**src/rtl/seven_seg_pkg.sv**
```systemverilog
// Shared constants for the seven-segment display path: active-low g..a
// segment patterns and the per-slot scan state.
package seven_seg_pkg;

  // Active-low segment patterns, bit order g,f,e,d,c,b,a
  localparam logic [6:0] SEG_0     = 7'b1000000;
  localparam logic [6:0] SEG_1     = 7'b1111001;
  localparam logic [6:0] SEG_2     = 7'b0100100;
  localparam logic [6:0] SEG_3     = 7'b0110000;
  localparam logic [6:0] SEG_4     = 7'b0011001;
  localparam logic [6:0] SEG_5     = 7'b0010010;
  localparam logic [6:0] SEG_6     = 7'b0000010;
  localparam logic [6:0] SEG_7     = 7'b1111000;
  localparam logic [6:0] SEG_8     = 7'b0000000;
  localparam logic [6:0] SEG_9     = 7'b0010000;
  localparam logic [6:0] SEG_A     = 7'b0001000;
  localparam logic [6:0] SEG_B     = 7'b0000011;
  localparam logic [6:0] SEG_C     = 7'b1000110;
  localparam logic [6:0] SEG_D     = 7'b0100001;
  localparam logic [6:0] SEG_E     = 7'b0000110;
  localparam logic [6:0] SEG_F     = 7'b0001110;
  localparam logic [6:0] SEG_BLANK = 7'b1111111;

  // Within a digit slot: anti-ghosting blank interval, then the digit itself
  typedef enum logic {
    SCAN_BLANK = 1'b0,
    SCAN_SHOW  = 1'b1
  } scan_state_e;

endpackage

```
**src/rtl/seg_hex_decoder.sv**
```systemverilog
// Combinational nibble + decimal point to active-low cathode decode.
// HEX selects whether codes 10-15 render as A,b,C,d,E,F or stay dark.
module seg_hex_decoder
  import seven_seg_pkg::*;
#(
  parameter bit HEX = 1'b1
) (
  input  logic [3:0] nibble,
  input  logic       dp,
  output logic [7:0] cathode
);

  logic [6:0] seg;

  // Nibble to g..a pattern lookup
  always_comb begin
    seg = SEG_BLANK;
    case (nibble)
      4'h0: seg = SEG_0;
      4'h1: seg = SEG_1;
      4'h2: seg = SEG_2;
      4'h3: seg = SEG_3;
      4'h4: seg = SEG_4;
      4'h5: seg = SEG_5;
      4'h6: seg = SEG_6;
      4'h7: seg = SEG_7;
      4'h8: seg = SEG_8;
      4'h9: seg = SEG_9;
      4'hA: seg = HEX ? SEG_A : SEG_BLANK;
      4'hB: seg = HEX ? SEG_B : SEG_BLANK;
      4'hC: seg = HEX ? SEG_C : SEG_BLANK;
      4'hD: seg = HEX ? SEG_D : SEG_BLANK;
      4'hE: seg = HEX ? SEG_E : SEG_BLANK;
      default: seg = HEX ? SEG_F : SEG_BLANK;
    endcase
  end

  assign cathode = {~dp, seg};

endmodule

```
**src/rtl/seven_seg_scanner.sv**
```systemverilog
// Time-multiplexed N-digit common-anode seven-segment scanner.
// New data is shadowed on load and committed only at the frame boundary,
// so a frame never mixes old and new digits. Pins are registered.
// Optional feature: define LEADING_ZERO_BLANK_EN to blank leading zero
// digits (from the top digit downward, never digit 0).
module seven_seg_scanner
  import seven_seg_pkg::*;
#(
  parameter int N_DIGITS     = 4,
  parameter int TICK_DIV     = 100000,
  parameter int BLANK_CYCLES = 16,
  parameter bit HEX          = 1'b1
) (
  input  logic                  clk,
  input  logic                  rst,
  input  logic [4*N_DIGITS-1:0] digits_in,
  input  logic [N_DIGITS-1:0]   dp_in,
  input  logic                  load,
  output logic [N_DIGITS-1:0]   anode,
  output logic [7:0]            cathode,
  output logic                  frame_done
);

  localparam int CW = $clog2(TICK_DIV);
  localparam int IW = $clog2(N_DIGITS);
  localparam int DW = 4 * N_DIGITS;
  localparam logic [CW-1:0] CNT_MAX = CW'(TICK_DIV - 1);
  localparam logic [CW-1:0] CNT_BLK = CW'(BLANK_CYCLES);
  localparam logic [IW-1:0] IDX_MAX = IW'(N_DIGITS - 1);

  logic [CW-1:0]       cnt_q, cnt_d;
  logic [IW-1:0]       idx_q, idx_d;
  logic [DW-1:0]       sh_dig_q, sh_dig_d;
  logic [N_DIGITS-1:0] sh_dp_q, sh_dp_d;
  logic                pend_q, pend_d;
  logic [DW-1:0]       act_dig_q, act_dig_d;
  logic [N_DIGITS-1:0] act_dp_q, act_dp_d;
  logic [N_DIGITS-1:0] anode_q, anode_d;
  logic [7:0]          cathode_q, cathode_d;
  logic                frame_done_q, frame_done_d;

  logic        boundary;
  logic        commit;
  scan_state_e scan_st;
  logic [3:0]  cur_nib;
  logic        cur_dp;
  logic [7:0]  dec_cat;

  // Last cycle of the last digit slot: the wrap back to digit 0
  assign boundary = (cnt_q == CNT_MAX) && (idx_q == IDX_MAX);
  assign commit   = boundary && (load || pend_q);
  assign scan_st  = (cnt_q < CNT_BLK) ? SCAN_BLANK : SCAN_SHOW;

  // Slot counter and digit index advance
  always_comb begin
    cnt_d = cnt_q + 1'b1;
    idx_d = idx_q;
    if (cnt_q == CNT_MAX) begin
      cnt_d = '0;
      idx_d = (idx_q == IDX_MAX) ? '0 : idx_q + 1'b1;
    end
  end

  // Shadow capture mid-frame, commit to the active register at the boundary;
  // a load landing on the boundary itself goes straight to active
  always_comb begin
    sh_dig_d  = sh_dig_q;
    sh_dp_d   = sh_dp_q;
    pend_d    = pend_q;
    act_dig_d = act_dig_q;
    act_dp_d  = act_dp_q;
    if (boundary) begin
      pend_d = 1'b0;
      if (load) begin
        act_dig_d = digits_in;
        act_dp_d  = dp_in;
      end else if (pend_q) begin
        act_dig_d = sh_dig_q;
        act_dp_d  = sh_dp_q;
      end
    end else if (load) begin
      sh_dig_d = digits_in;
      sh_dp_d  = dp_in;
      pend_d   = 1'b1;
    end
  end

  // frame_done is registered so it is high exactly during the boundary cycle
  assign frame_done_d = (cnt_d == CNT_MAX) && (idx_d == IDX_MAX);

  // Current digit selection feeding the single shared decoder
  assign cur_nib = act_dig_q[{idx_q, 2'b00} +: 4];
  assign cur_dp  = act_dp_q[idx_q];

  seg_hex_decoder #(.HEX(HEX)) u_dec (
    .nibble  (cur_nib),
    .dp      (cur_dp),
    .cathode (dec_cat)
  );

`ifdef LEADING_ZERO_BLANK_EN
  logic [N_DIGITS-1:0] mask_q, mask_d;
  logic                run;

  // Leading-zero mask recomputed from the value being committed
  always_comb begin
    mask_d = mask_q;
    run    = 1'b1;
    if (commit) begin
      mask_d = '0;
      for (int i = N_DIGITS - 1; i >= 1; i--) begin
        run       = run & (act_dig_d[4*i +: 4] == 4'h0) & ~act_dp_d[i];
        mask_d[i] = run;
      end
    end
  end
`endif

  // Next pin values from the current scan position
  always_comb begin
    anode_d   = '1;
    cathode_d = 8'hFF;
    if (scan_st == SCAN_SHOW) begin
      anode_d[idx_q] = 1'b0;
      cathode_d      = dec_cat;
`ifdef LEADING_ZERO_BLANK_EN
      if (mask_q[idx_q]) cathode_d = 8'hFF;
`endif
    end
  end

  // State and output registers
  always_ff @(posedge clk or posedge rst) begin
    if (rst) begin
      cnt_q        <= '0;
      idx_q        <= '0;
      sh_dig_q     <= '0;
      sh_dp_q      <= '0;
      pend_q       <= 1'b0;
      act_dig_q    <= '0;
      act_dp_q     <= '0;
      anode_q      <= '1;
      cathode_q    <= 8'hFF;
      frame_done_q <= 1'b0;
    end else begin
      cnt_q        <= cnt_d;
      idx_q        <= idx_d;
      sh_dig_q     <= sh_dig_d;
      sh_dp_q      <= sh_dp_d;
      pend_q       <= pend_d;
      act_dig_q    <= act_dig_d;
      act_dp_q     <= act_dp_d;
      anode_q      <= anode_d;
      cathode_q    <= cathode_d;
      frame_done_q <= frame_done_d;
    end
  end

`ifdef LEADING_ZERO_BLANK_EN
  // Mask register, updated together with the active register
  always_ff @(posedge clk or posedge rst) begin
    if (rst) mask_q <= '0;
    else     mask_q <= mask_d;
  end
`endif

  assign anode      = anode_q;
  assign cathode    = cathode_q;
  assign frame_done = frame_done_q;

endmodule
```
**config.mk**
```make
export PLATFORM = sky130hd
export DESIGN_NAME = seven_seg_scanner
export DESIGN_NICKNAME = d
export VERILOG_FILES = /design/src/rtl/seven_seg_pkg.sv /design/src/rtl/seg_hex_decoder.sv /design/src/rtl/seven_seg_scanner.sv
export SDC_FILE = /design/constraint.sdc
export NUM_CORES = 1
export LEC_CHECK = 0
export ABC_AREA = 1
export BUFFER_PORTS_ARGS = -buffer_cell sky130_fd_sc_hd__buf_2
export CAP_MARGIN = 40
export CORE_AREA = 2 2 87 89
export DETAILED_ROUTE_END_ITERATION = 10
export DIE_AREA = 0 0 89 91
export GPL_ROUTABILITY_DRIVEN = 0
export HOLD_SLACK_MARGIN = 0.1
export PLACE_DENSITY = 0.77
export SYNTH_ARGS = -nofsm -noshare
export SYNTH_HDL_FRONTEND = slang
export SYNTH_HIERARCHICAL = 1
export SYNTH_SLANG_ARGS = --single-unit
```
**constraint.sdc**
```tcl
create_clock -name clk -period 2.31 [get_ports clk]
set_input_delay 0.1155 -clock clk [delete_from_list [all_inputs] [get_ports clk]]
set_output_delay 0.1155 -clock clk [all_outputs]
set_load 0.02 [all_outputs]
```
Word level (Yosys, flattened, before mapping). Memory sizes are Yosys's and may differ from the RTL's. Index checks and enable logic that the tools add are counted. W data, S select, Z words.

Mux-type cells: 15. Div/mod/pow operators: 0. Order comparisons: 3. Reductions and logical operators: 7. Shifts and indexed selects: 1. Bitwise logic cells: 3. Add/sub/neg operators: 2. Eq/ne operators: 4. $mul: 0.

Operators by type and width (count): $eq A17 B17 Y1 const B (2); $mux W16 (2); $add A17 B1 Y17 const B (1); $lt A17 B5 Y1 const B (1); $mux W17 (1); $shiftx A16 B5 Y4 (1); $mux W4 (3); $mux W8 (1); $eq A2 B2 Y1 const B (2); $mux W1 (4); $mux W2 (2); $not A4 Y4 (1); $reduce_and A2 Y1 (2); $reduce_bool A2 Y1 (2); $logic_and A1 B1 Y1 (3); $lt A2 B3 Y1 const B (1); $add A2 B1 Y2 const B (1); $bmux W1 S2 (1); $demux W1 S2 (1); $ge A2 B1 Y1 const B (1); $not A1 Y1 (2).

Latch bits: 0. ROM bits: 112. Bits in registers: 73. Memories: 1. Bits in writable memories: 0.

Memories: (name not given) (depth 16, width 7, rd ports 1, clocked after memory_dff 0, write ports 0, line seg_hex_decoder.sv:18) `case (nibble)`.

Depth between registers and ports, before layout.
Depth in word-level cells: 6. Mapped depth: 12. Gate-level depth less buffers: 12.

Modules after synthesis. The synthesis kept the hierarchy.

Modules (own cells, without submodules): seven_seg_scanner (cells an instance 456, area each 3817.4 um2, times used 1, seq. area each 1841.8 um2); seg_hex_decoder (cells an instance 50, area each 277.8 um2, times used 1, seq. area each 0.0 um2).

Worst setup path before layout. Ideal clock, no wire load.

Path kind: flip-flop to flip-flop. Start: register idx_q[0]. End: register cathode_q[3], in the netlist cathode[3]. Arrival time: 1.863 ns. Setup slack: 0.357 ns. Cell stages (with the launch flop): 12. Data required time: 2.220 ns. Path buffers: 1. Clock period less this slack: 1.953 ns. Path through: dfrtp_1 > inv_1 > clkbuf_1 > o21ai_0 > o22ai_1 > inv_1 > ha_1 > nand2_1 > nand3_1 > nand2_1 > inv_1 > nand2_1.

Longest elaborated chain between the ends: 3.

RTL lines: from (decl) (line seven_seg_scanner.sv:32) `logic [IW-1:0] idx_q, idx_d;`; from (signal assigned) (line seven_seg_scanner.sv:147) `idx_q <= idx_d;`; $shiftx A16 B5 Y4 (line seven_seg_scanner.sv:92) `assign cur_nib = act_dig_q[{idx_q, 2'b00} +: 4];`; via cur_nib[1] (line seven_seg_scanner.sv:45) `logic [3:0] cur_nib;`; $mem_v2 Z16 W7; via dec_cat[3] (line seven_seg_scanner.sv:47) `logic [7:0] dec_cat;`; $mux W8 (line seven_seg_scanner.sv:123) `if (scan_st == SCAN_SHOW) begin`; via cathode_d[3] (line seven_seg_scanner.sv:39) `logic [7:0] cathode_q, cathode_d;`; to (signal assigned) (line seven_seg_scanner.sv:154) `cathode_q <= cathode_d;`; to (decl) (line seven_seg_scanner.sv:39).

The timed path passes the listed nets, and every way through them passes these cells. A chain may end at the register's enable or synchronous reset.

Worst setup path after layout.
Start: register cnt_q[0]. End: register sh_dig_q[11].

Longest elaborated chain between the ends: 4.

RTL lines: from (decl) (line seven_seg_scanner.sv:31) `logic [CW-1:0] cnt_q, cnt_d;`; from (signal assigned) (line seven_seg_scanner.sv:146) `cnt_q <= cnt_d;`; $eq A17 B17 Y1 (line seven_seg_scanner.sv:50) `assign boundary = (cnt_q == CNT_MAX) && (idx_q == IDX_MAX);`; $logic_and A1 B1 Y1 (line seven_seg_scanner.sv:50); $not A1 Y1 (no source line); $reduce_and A2 Y1 (no source line); to (signal assigned) (line seven_seg_scanner.sv:148) `sh_dig_q <= sh_dig_d;`; to (decl) (line seven_seg_scanner.sv:33) `logic [DW-1:0] sh_dig_q, sh_dig_d;`.

Every way passes these cells.

==> reports/results.md <==
| Quantity | Value | Unit |
|:---|:---|:---|
| Flip-flop and latch count after synthesis | 73 | - |
| Final Hold Viols | 0 | - |
| Synthesis-to-layout area growth | 15.2 | % |
| Cell with the most instances on the worst path | nand2_4 | - |
| Detailed-router iteration count before antenna repair | 4 | - |
| Critical path arrival | 2290 | ps |
| Post-route fraction of the period consumed by the critical path | 0.871 | - |
| Drt initial violations | 162 | - |
| Starting utilization of the core area | 0.574 | - |
| Antenna cells | 0 | - |
| Endpoint type of the worst setup path | register | - |
| Count of unique library cells instantiated by Yosys | 34 | - |
| Number of buffers inserted by port buffering | 35 | - |
| Capture instance of the worst register-to-register path | sh_dig_q[11] | - |
| Count of maximum capacitance violations | 0 | - |
| Clock slew at reported path FFs | 80 | ps |
| Most used cells in the layout excluding fill and tap cells | 118 x nand2_1, 65 x inv_1, 61 x dfrtp_1 | - |
| Die Width | 89 | um |
| Clock sinks | 73 | - |
| Result of the run | completed | - |
| Top-level I/O count | 36 | - |
| Worst reg2reg path startpoint | cnt_q[0] | - |
| Die area | 8100 | um2 |
| Critical path launch point type | register | - |
| CORE AREA | 7140 | um2 |
| Overall routing resource usage | 0.229 | - |
| Warnings from Yosys | 6 | - |
| Synthesized instance count | 506 | - |
| Worst hold path endpoint | act_dig_q[8] | - |
| Setup Fix Bufs, Post-CTS | 0 | - |
| Top_reg_cell synth | dfrtp_1 | - |
| Detailed Place HPWL | 5690 | um |
| Number of buffers inserted during clock tree synthesis | 9 | - |
| Root buffer selected by CTS | clkbuf_8 | - |
| Worst path required time | 2580 | ps |
| Max FO, Critical Path | 40 | - |
| Type of the tightest min-delay check | in2reg | - |
| Leading post-synthesis cells by cell area | dfrtp_1 37%, nand2_1 11%, dfstp_2 7.7% | - |
| Leakage power figure | 0.00237 | uW |
| Routed via count | 3321 | - |
| Share of the synthesized area in the top cell type | 0.373 | - |
| Leftover overflow at the end of global routing | 0 | - |
| Slew Viols, Final | 0 | - |
| Setup repair after global routing missed its margin | false | - |
| Largest stage delay on the critical path | 490 | ps |
| Antenna violations before repair | 0 | - |
| Summed instance area of the synthesized netlist | 4100 | um2 |
| Max-slew headroom at the worst pin | 0.571 | - |
| Number of setup violations in the final report | 0 | - |
| Routed Antenna Nets | 0 | - |
| Count of cells along the worst register-to-register path | 11 | - |
| CTS tree | done | - |
| Share of the yosys chip area belonging to registers | 0.450 | - |
| Final clock skew | 11.0 | ps |
| Maximum number of pins on one net before global-route repair | 46 | - |
| Share of post-route cells with drive strength above 1 | 0.246 | - |
| Final-stage net count | 594 | - |
| Row Count | 31 | - |
| Clock latency reported for the late side of the worst-skew pair | 350 | ps |
| Die outline height | 91 | um |
| Cell count of the worst hold path | 4 | - |
| Total power consumption of the routed design | 2580 | uW |
| Most common cell after layout, fill and taps aside | nand2_1 | - |
| Number of synthesized flops with an enable pin | 0 | - |
| Pwr Density | 547 | nW/um2 |
| Start-to-end type of the worst setup path | reg2reg | - |
| Via count of the first global-routing pass | 3243 | - |
| Mapped Nets | 541 | - |
| Number of H-tree levels | 3 | - |
| Register-to-register setup slack | 300 | ps |
| Average wire per standard cell | 12.4 | um |
| Final Routed Wirelength | 8230 | um |
| Avg Inst Size Synth | 8.09 | um2 |
| Library cell occupying the most area in the post-synthesis netlist | dfrtp_1 | - |
| Final period demand of the worst path | 2010 | ps |
| Slew of the pin with the lowest slew margin | 643 | ps |
| Worst path cell trace | ha_1 > nand2_1 > inv_2 > nand2_2 > nor2_4 > nand2_4 > clkinv_4 > nand2_4 > nand2_4 > nand2_2 > o21ai_2 | - |
| Slowest cell on the critical path | nand2_4 | - |
| Detailed-route DRC error count | 0 | - |
| Total Negative Setup Slacks | 0 | ps |
| Peak supply drop | 431 | uV |
| Timing-limited maximum frequency | 0.497 | GHz |
| Asr flop ratio synth | 1.00 | - |
| Wire length of the first global-routing pass | 14500 | um |
| Vias per std cell | 5.01 | - |
| Longest Clk Path Bufs | 2 | - |
| Startpoint of the tightest hold check path | load | - |
worst max-delay path, delay by kind of cell (launching register included):
kind	cells	cell delay (ps)
compound gates	1	90
fa+ha+maj	1	240
buf+inv	2	170
flops	1	400
simple gates	7	1050
layout make-up:
type	count	area (um2)
clock buffers	11	151
clock inverters	5	61.3
fillers	631	2420
inverters	75	287
multi-input cells	337	1800
flip-flops and latches	73	1840
well taps	99	124
repair buffers	63	450
synthesized netlist by cell type (2+ instances only):
cell type  count
ha_1          12
o21ai_1       22
clkinv_1       2
clkbuf_1       7
buf_6          6
nor4_1         2
buf_12         2
nand3_2        2
o21ai_0       32
inv_1         66
nand2_4        3
dfrtp_1       61
dfstp_2       12
xor2_1         2
nor2_1        38
nor2_4         3
o22ai_1        5
o21ai_2       22
nand2_1      118
buf_2          5
inv_2          6
nor2_2         5
nand4_1       13
nand2_2       24
nand3_1       27
kinds of logic after synthesis:
group	count (synthesis)	share of synthesized area
buf+inv	96	0.111
compound gates	83	0.124
flops	73	0.450
fa+ha+maj	12	0.0367
simple gates	240	0.275
xor+xnor	2	0.00428
repair_timing:
action | CTS | global route
hold buffers | 21 | 0
endpoints found under the hold margin | 43 | 0
gates resized for setup | 0 | 0
setup endpoints to repair | 0 | 0
routing by layer:
layer | up-vias | wire length [um] | GRT usage | share of wire
met2 | 77 | 4060 | 0.371 | 0.49
li1 | 1702 | - | - | -
met5 | - | 0 | 0 | 0
met3 | 11 | 370 | 0.0509 | 0.045
met1 | 1531 | 3680 | 0.302 | 0.45
met4 | 0 | 115 | 0.0746 | 0.014
state kept, by name, indices dropped and copies added, names as in the netlist:
name and flops:
act_dig_q 16, act_dp_q 4, anode 4, cathode 8, cnt_q 17, frame_done 1, idx_q 2, pend_q 1
sh_dig_q 16, sh_dp_q 4
power by group:
group | internal (uW) | leakage, uW | total [uW] | switching [uW]
logic | 79.9 | 0.00134 | 184 | 104
clock network | 566 | 0.000110 | 1060 | 498
registers | 1310 | 0.000922 | 1330 | 21.0
per-stage QoR:
stage	setup WS, ps	hold slack (ps)	cells	area [um2]	util
final	297	156	663	4720	0.661
after global routing	142	172	663	4720	0.661
after CTS	285	146	663	4720	0.661
after detailed placement	305	238	626	4290	0.602
after global placement	426	230	626	4290	0.602
after floorplan	357	276	506	4100	-
worst max path at each step:
stage                  start           end  slack [ps]
floorplan                rst  act_dig_q[0]         360
global placement    cnt_q[0]   sh_dig_q[4]         430
detailed placement  cnt_q[0]  sh_dig_q[12]         310
CTS                 cnt_q[0]  sh_dig_q[12]         290
global route        cnt_q[0]  sh_dig_q[12]         140
finish              cnt_q[0]  sh_dig_q[11]         300
No activity file was read; power rests on OpenSTA's default activity.
